`src/rtl/key_scan_pkg.sv`:
```
// Shared types, command codes and the key-matrix to command-code map for the
// keypad scanner.
package key_scan_pkg;

  localparam int unsigned NUM_ROWS = 4;
  localparam int unsigned NUM_COLS = 4;
  localparam int unsigned CODE_W   = 5;
  localparam int unsigned IDX_W    = 2;

  typedef enum logic [1:0] {
    SCAN     = 2'd0,
    DEBOUNCE = 2'd1,
    HELD     = 2'd2,
    RELEASE  = 2'd3
  } state_e;

  localparam logic [CODE_W-1:0] KEY_IDLE  = 5'b11111;
  localparam logic [CODE_W-1:0] KEY_START = 5'b11100;
  localparam logic [CODE_W-1:0] KEY_RESET = 5'b11110;
  localparam logic [CODE_W-1:0] KEY_TIME  = 5'b11000;
  localparam logic [CODE_W-1:0] KEY_STAR  = 5'b01010;
  localparam logic [CODE_W-1:0] KEY_HASH  = 5'b01011;
  localparam logic [CODE_W-1:0] KEY_D     = 5'b01100;

  // Layout: 1 2 3 A / 4 5 6 B / 7 8 9 C / * 0 # D, index = row*4 + col
  function automatic logic [CODE_W-1:0] key_map(input logic [IDX_W-1:0] row,
                                                 input logic [IDX_W-1:0] col);
    logic [CODE_W-1:0] code;
    case ({row, col})
      4'd0:    code = 5'b00001;
      4'd1:    code = 5'b00010;
      4'd2:    code = 5'b00011;
      4'd3:    code = KEY_START;
      4'd4:    code = 5'b00100;
      4'd5:    code = 5'b00101;
      4'd6:    code = 5'b00110;
      4'd7:    code = KEY_RESET;
      4'd8:    code = 5'b00111;
      4'd9:    code = 5'b01000;
      4'd10:   code = 5'b01001;
      4'd11:   code = KEY_TIME;
      4'd12:   code = KEY_STAR;
      4'd13:   code = 5'b00000;
      4'd14:   code = KEY_HASH;
      default: code = KEY_D;
    endcase
    return code;
  endfunction

endpackage

```
`src/rtl/scan_tick_gen.sv`:
```
// Free-running divider producing a one-cycle scan tick every SCAN_DIV cycles.
module scan_tick_gen #(
  parameter int unsigned SCAN_DIV = 1000
) (
  input  logic clk,
  input  logic rst_n,
  output logic tick
);

  localparam int unsigned CNT_W = $clog2(SCAN_DIV);

  logic [CNT_W-1:0] cnt_q, cnt_d;
  logic             tick_q;
  logic             last_c;

  assign last_c = (cnt_q == CNT_W'(SCAN_DIV - 1));
  assign cnt_d  = last_c ? '0 : cnt_q + CNT_W'(1);

  always_ff @(posedge clk or negedge rst_n) begin
    if (!rst_n) begin
      cnt_q  <= '0;
      tick_q <= 1'b0;
    end else begin
      cnt_q  <= cnt_d;
      tick_q <= last_c;
    end
  end

  assign tick = tick_q;

endmodule

```
`src/rtl/key_scan_ctrl.sv`:
```
// 4x4 keypad scanner: synchronizes and debounces the rows, and presents each
// confirmed key as a stable command code with a one-cycle valid pulse.
module key_scan_ctrl
  import key_scan_pkg::*;
#(
  parameter int unsigned SCAN_DIV   = 1000,
  parameter int unsigned DEBOUNCE_N = 8
) (
  input  logic                          clk,
  input  logic                          rst_n,
  input  logic [NUM_ROWS-1:0]           row_in,
  output logic [NUM_COLS-1:0]           col_out,
  output logic [CODE_W-1:0]             key_code,
  output logic                          key_valid,
  output logic                          key_held
);

  localparam int unsigned CNT_W = $clog2(DEBOUNCE_N + 1);

  logic                tick;
  logic [NUM_ROWS-1:0] row_meta_q, row_sync_q;

  state_e              state_q, state_d;
  logic [IDX_W-1:0]    col_q, col_d;
  logic [IDX_W-1:0]    cand_row_q, cand_row_d;
  logic [CNT_W-1:0]    cnt_q, cnt_d;
  logic [NUM_COLS-1:0] col_out_q, col_out_d;
  logic [CODE_W-1:0]   code_q, code_d;
  logic                valid_q, valid_d;
  logic                held_q, held_d;

  logic                any_low_c;
  logic [IDX_W-1:0]    low_row_c;
  logic [CNT_W-1:0]    cnt_inc_c;
  logic [IDX_W-1:0]    col_next_c;

  scan_tick_gen #(.SCAN_DIV(SCAN_DIV)) u_tick (
    .clk   (clk),
    .rst_n (rst_n),
    .tick  (tick)
  );

  // Two-flop synchronizer; pulled-up idle level is all ones
  always_ff @(posedge clk or negedge rst_n) begin
    if (!rst_n) begin
      row_meta_q <= '1;
      row_sync_q <= '1;
    end else begin
      row_meta_q <= row_in;
      row_sync_q <= row_meta_q;
    end
  end

  // Lowest active row index wins when several rows are low
  always_comb begin
    low_row_c = '0;
    for (int r = NUM_ROWS - 1; r >= 0; r--) begin
      if (!row_sync_q[r]) low_row_c = IDX_W'(r);
    end
  end

  assign any_low_c  = (row_sync_q != '1);
  assign cnt_inc_c  = (cnt_q == CNT_W'(DEBOUNCE_N)) ? cnt_q : cnt_q + CNT_W'(1);
  assign col_next_c = col_q + IDX_W'(1);

  always_comb begin
    state_d    = state_q;
    col_d      = col_q;
    cand_row_d = cand_row_q;
    cnt_d      = cnt_q;
    code_d     = code_q;
    valid_d    = 1'b0;
    held_d     = held_q;

    if (tick) begin
      case (state_q)
        SCAN: begin
          if (any_low_c) begin
            cand_row_d = low_row_c;
            cnt_d      = CNT_W'(1);
            state_d    = DEBOUNCE;
          end else begin
            col_d = col_next_c;
          end
        end
        DEBOUNCE: begin
          if (any_low_c && (low_row_c == cand_row_q)) begin
            cnt_d = cnt_inc_c;
            if (cnt_inc_c == CNT_W'(DEBOUNCE_N)) begin
              code_d  = key_map(cand_row_q, col_q);
              valid_d = 1'b1;
              held_d  = 1'b1;
              state_d = HELD;
            end
          end else begin
            cnt_d   = '0;
            state_d = SCAN;
            col_d   = col_next_c;
          end
        end
        HELD: begin
          if (!any_low_c) begin
            cnt_d   = CNT_W'(1);
            state_d = RELEASE;
          end
        end
        RELEASE: begin
          if (any_low_c) begin
            state_d = HELD;
          end else begin
            cnt_d = cnt_inc_c;
            if (cnt_inc_c == CNT_W'(DEBOUNCE_N)) begin
              code_d  = KEY_IDLE;
              held_d  = 1'b0;
              state_d = SCAN;
              col_d   = col_next_c;
            end
          end
        end
        default: state_d = SCAN;
      endcase
    end
  end

  assign col_out_d = ~(NUM_COLS'(1) << col_d);

  always_ff @(posedge clk or negedge rst_n) begin
    if (!rst_n) begin
      state_q    <= SCAN;
      col_q      <= '0;
      cand_row_q <= '0;
      cnt_q      <= '0;
      col_out_q  <= 4'b1110;
      code_q     <= KEY_IDLE;
      valid_q    <= 1'b0;
      held_q     <= 1'b0;
    end else begin
      state_q    <= state_d;
      col_q      <= col_d;
      cand_row_q <= cand_row_d;
      cnt_q      <= cnt_d;
      col_out_q  <= col_out_d;
      code_q     <= code_d;
      valid_q    <= valid_d;
      held_q     <= held_d;
    end
  end

  assign col_out   = col_out_q;
  assign key_code  = code_q;
  assign key_valid = valid_q;
  assign key_held  = held_q;

endmodule

```
`config.mk`:
```
export PLATFORM = sky130hd
export DESIGN_NAME = key_scan_ctrl
export DESIGN_NICKNAME = d
export VERILOG_FILES = /design/src/rtl/key_scan_pkg.sv /design/src/rtl/scan_tick_gen.sv /design/src/rtl/key_scan_ctrl.sv
export SDC_FILE = /design/constraint.sdc
export NUM_CORES = 1
export LEC_CHECK = 0
export BUFFER_PORTS_ARGS = -buffer_cell sky130_fd_sc_hd__buf_2
export CAP_MARGIN = 30
export CORE_MARGIN = 2
export CORE_UTILIZATION = 44
export CTS_CLUSTER_SIZE = 20
export DETAILED_ROUTE_END_ITERATION = 7
export PLACE_DENSITY = 0.58
export SYNTH_ARGS = -nofsm -noshare
export SYNTH_HDL_FRONTEND = slang
export SYNTH_HIERARCHICAL = 1
export SYNTH_SLANG_ARGS = --single-unit
```
`constraint.sdc`:
```
create_clock -name clk -period 2.16 [get_ports clk]
set_input_delay 0.324 -clock clk [delete_from_list [all_inputs] [get_ports clk]]
set_output_delay 0.324 -clock clk [all_outputs]
set_load 0.01 [all_outputs]
```
# Word level (Yosys, flattened, before mapping)
# Memories as Yosys holds them, arrays and structs flattened.
# Index checks and enable logic that the tools add are counted.
# Widths: inputs -> output; s select.
dict set report word_totals {
  word_cells 79
  regBits 40
  out_inout_bits 11
  memories 1
  romBits 80
  input_bits 6
}
dict set report classes {
  n_reduce_logical 7
  addsub 3
  bitwise_logic 1
  n_shift 1
  mux 38
  n_eq_ne 16
}
# memory depth word_bits rd rd_clocked_by_memory_dff wr line
set memory_table {}
lappend memory_table {{(name not given)} 16 5 1 0 0 key_scan_pkg.sv:29} ;# case ({row, col})
# cell n
set op_table {}
lappend op_table {{$mux 2} 15}
lappend op_table {{$mux 4} 5}
lappend op_table {{$mux 5} 4}
lappend op_table {{$pmux 4 s4} 1}
lappend op_table {{$ne 2x2->1 const B} 6}
lappend op_table {{$add 10x1->10 const B} 1}
lappend op_table {{$eq 10x10->1 const B} 1}
lappend op_table {{$mux 10} 1}
lappend op_table {{$pmux 5 s2} 1}
lappend op_table {{$eq 4x4->1 const B} 2}
lappend op_table {{$mux 1} 8}
lappend op_table {{$pmux 2 s4} 1}
lappend op_table {{$ne 3x3->1 const B} 2}
lappend op_table {{$pmux 2 s3} 1}
lappend op_table {{$reduce_and 6->1} 1}
lappend op_table {{$reduce_and 5->1} 1}
lappend op_table {{$add 4x1->4 const B} 1}
lappend op_table {{$eq 2x2->1 const B} 2}
lappend op_table {{$ne 4x4->1 const B} 1}
lappend op_table {{$not 4->4} 1}
lappend op_table {{$reduce_and 4->1} 1}
lappend op_table {{$shl 1x2->4 const A} 1}
lappend op_table {{$reduce_and 3->1} 1}
lappend op_table {{$add 2x1->2 const B} 1}
lappend op_table {{6 further kinds} 6}

# Logic depth before layout (Yosys ltp)
dict set report logic_depth {
  depth_word 11
  mapped_depth 9
  depth_no_buf 9
}

# Hierarchy
# The synthesis kept the hierarchy.
# mod seq_area_each_um2 instances area_per_inst_um2 cells_each
set modules_own_cells {}
lappend modules_own_cells {key_scan_ctrl 745.7 1 1549.0 151}
lappend modules_own_cells {scan_tick_gen 275.3 1 508.0 44}

# Worst setup path after synthesis
# No wires, ideal clock.
dict set report synth_timing {
  path_type {register to register}
  start {register, netlist name cnt_q[0]}
  end {register col_out_q[0], in the netlist col_out[0]}
  setup_ns 0.130
  period_less_slack_ns 1.858
  slack_ns 0.302
  required_time_ns 2.030
  stages_incl_launch_ff 9
  n_path_buf 0
  arrival_time_ns 1.727
  path_cell_list {dfrtp_1 -> inv_1 -> ha_1 -> nand2_1 -> nor4b_4 -> o211a_1 -> nand2b_1 -> a311oi_2 -> nand2b_1}
}
# element line
set synth_rtl {}
lappend synth_rtl {{to (signal assigned)} key_scan_ctrl.sv:142} ;# col_out_q <= col_out_d;
lappend synth_rtl {{to (decl)} key_scan_ctrl.sv:27} ;# logic [NUM_COLS-1:0] col_out_q, col_out_d;

==> impl_summary.log <==
INFO  metric synth_sequential_area_ratio = 49.6%
INFO  metric commonest_non_fill_non_tap_cell_in_the_layout = dfrtp_1
INFO  metric first_global_vias = 1,507
INFO  metric setup_failing_eps_final = 0
INFO  metric layout-area-overhead-vs-synth = 13.9%
INFO  metric n_fill_cell = 410
INFO  metric power = 1.41 mW
INFO  metric worst_slack = 0.0991 ns
INFO  metric drt_pass1_iterations = 4
INFO  metric synth_flop_cell = dfrtp_1
INFO  metric vias = 1,504
INFO  metric drt-total-wl = 4040 µm
INFO  metric critPathArrivalTime = 2.30 ns
INFO  metric synth.net_count = 210
INFO  metric synth-warning-count = 6
INFO  metric num_antenna_cells = 0
INFO  metric max_cap_viol_count = 0
INFO  metric layout-drive-gt1-share = 30.1%
INFO  metric cp_data_required_time = 2.40 ns
INFO  metric clock_path_buffers = 2
INFO  metric clock.fmax = 0.485 GHz
INFO  metric remaining_drc_errors = 0
INFO  metric effective_utilization_at_floorplan = 46.6%
INFO  metric setup.worst_path.class = reg -> reg
INFO  metric fin_worst_hold_slack = 0.118 ns
INFO  metric synth.cell_area = 0.00206 mm²
INFO  metric antenna_found_initial = 0
INFO  metric insertion_delay = 0.29 ns
INFO  metric clk_pin_slew = 0.08 ns
INFO  metric finish.net_count = 233
INFO  metric mean_syn_cell_area = 10.5 µm²
INFO  metric holdBufCountCts = 0
INFO  metric final.setup_skew = 0.00297 ns
INFO  metric finalHoldViolCount = 0
INFO  metric drtIter0Drc = 71
INFO  metric setup.worst_path.end_class = flip-flop
INFO  metric tritoncts.num_buffers = 5
INFO  metric gp_congestion = 0.921
INFO  metric power.density = 601 mW/mm²
INFO  metric period_minus_slack = 2.06 ns
INFO  metric die_w = 72.4 µm
INFO  metric mostFrequentLayoutCells = dfrtp_1 (23), dfstp_2 (16), buf_2 (16), nor2_1 (15), nand2_1 (14)
INFO  metric timing.critical_path.from_type = flip-flop
INFO  metric dp_hpwl = 2810 µm
INFO  metric rsz0062_at_grt = true
INFO  metric htreeDepth = 2
INFO  metric wl_per_cell = 14.9 µm
INFO  metric cellLeakagePower = 1.04 nW
INFO  metric ir_drop = 333 µV
INFO  metric dieHeight = 72.4 µm
INFO  metric slew_violations = 0
INFO  metric design.die.area = 0.00524 mm²
INFO  metric setup-tns-final = 0 ns
INFO  metric detailedPlace.worstSlack = 0.0978 ns
INFO  metric clock_sinks = 40
INFO  metric avgViaCountPerCell = 5.55
INFO  metric maximum_number_of_pins_on_one_net_before_global_route_repair = 41
INFO  metric tritoncts = done
INFO  metric max_slew_margin = 42.9%
INFO  metric io_buffer_count = 16
INFO  metric io_pins = 17
INFO  metric grt_use_total = 17.3%
INFO  metric ys_async_sr_fraction = 100%
INFO  metric post-place-cells = 260
INFO  metric grt_first_pass_wirelength = 6910 µm
INFO  metric gr-total-overflow = 0
INFO  metric clock-root-buffer = clkbuf_8
INFO  metric distinct_cell_type_count_of_the_synthesized_netlist = 56
INFO  metric ant_nets = 0
INFO  metric slew_at_the_pin_closest_to_its_max_slew_limit = 0.856 ns
INFO  metric critical_path_maximum_fanout = 6
INFO  metric run_status = finished clean
INFO  metric final_cell_count_no_fill = 271
INFO  metric holdCritPathClass = in -> reg
INFO  metric floorplan.core_area = 0.00441 mm²
INFO  metric post_synth_inst_count = 195
INFO  metric synth-edff-count = 0
INFO  metric fin_crit_sh = 95.4%
INFO  metric synth-seq-cells = 40
INFO  metric num_rows = 24
## worst paths after layout
path / from / endpoint / slack, ns / depth (start not counted)
worst max-delay path: cnt_q[0]$_DFFE_PN0P_ / col_out[2]$_DFF_PN1_ / 0.1 / 9
worst min-delay path: row_in[0] / row_meta_q[0]$_DFF_PN1_ / 0.12 / 1
worst max register to register: cnt_q[0]$_DFFE_PN0P_ / col_out[2]$_DFF_PN1_ / 0.1 / 9
worst min register to register: row_meta_q[1]$_DFF_PN1_ / row_sync_q[1]$_DFF_PN1_ / 0.36 / 0
max in group asynchronous: rst_n / cnt_q[0]$_DFFE_PN0P_ / 1.44 / 1
min in group asynchronous: rst_n / key_valid$_DFF_PN0_ / 0.13 / 1
## flip-flops by register name, indices dropped and copies added (netlist names)
signal and flops:
cnt_q 4, u_tick/tick 1, col_q 2, col_out 4, cand_row_q 2, row_sync_q 4
row_meta_q 4, key_held 1, u_tick/cnt_q 10, key_code 5, state_q 2, key_valid 1
## power breakdown
part,leakage [nW],switching [mW],internal (mW)
logic,0.496,0.0224,0.00833
registers,0.487,0.00582,0.763
clock network,0.0541,0.267,0.342
## critical path, cell delays in order (launching register included)
cell and delay [ns]:
dfrtp_2 0.45, inv_2 0.10, ha_1 0.15, nand2_1 0.12, nor4b_4 0.17, o211ai_1 0.38, nor4_2 0.11, a311oi_2 0.36
inv_2 0.08, nand2b_1 0.08
## cell type report
class,count,area [µm²],area share [%]
clock inverters,3,42.5,1.82
flip-flops and latches,40,1020,43.6
inverters,12,45.0,1.92
clock buffers,5,68.8,2.94
well taps,52,65.1,2.78
multi-input cells,136,966,41.2
repair buffers,23,133,5.66
## routing by layer
layer	vias up	global-route usage [%]	share of wire [%]
li1	743	-	-
met1	722	21.2	46
met2	30	28.7	49
met3	9	4.31	3.5
met4	0	8.23	1.9
met5	-	0	0
## synthesized netlist by cell type (2+ instances only)
library cell  count  share of area [%]
a21oi_1          10                2.4
a2bb2oi_1         2               0.85
a31oi_1           4                1.2
and3_1            3               0.91
and3_4            2                1.1
clkbuf_1          4               0.73
dfrtp_1          24                 29
dfstp_2          16                 20
ha_1              9                5.5
inv_1            11                2.0
mux2i_1           2               0.97
nand2_1          14                2.6
nand2b_1          5                1.5
nand3_1          11                2.7
nor2_1           15                2.7
nor2b_1           3               0.91
nor3_1            4               0.97
nor4_1            2               0.61
o211ai_2          2                1.2
o21ai_0           8                1.9
o22a_1            4                1.7
xnor2_1           4                1.7
xor2_1            3                1.3
## per-stage QoR
stage	util (%)	area, µm²
after floorplan	-	2060
after global placement	49.9	2200
after detailed placement	49.9	2200
after CTS	52.4	2310
after global routing	53.1	2340
final	53.1	2340
## cells by family after synthesis
group           share of synthesized area, %
xor+xnor                                2.98
flops                                   49.6
simple gates                            20.1
fa+ha+maj                               5.47
mux                                    0.973
compound gates                          17.1
buf+inv                                 3.71
## what timing repair did
item / 4_1_cts / 5_1_grt
buffers inserted: 0 / 3
gates resized for setup: 0 / 3
setup endpoints to repair: 0 / 9
(Power assumes the default switching activity.)
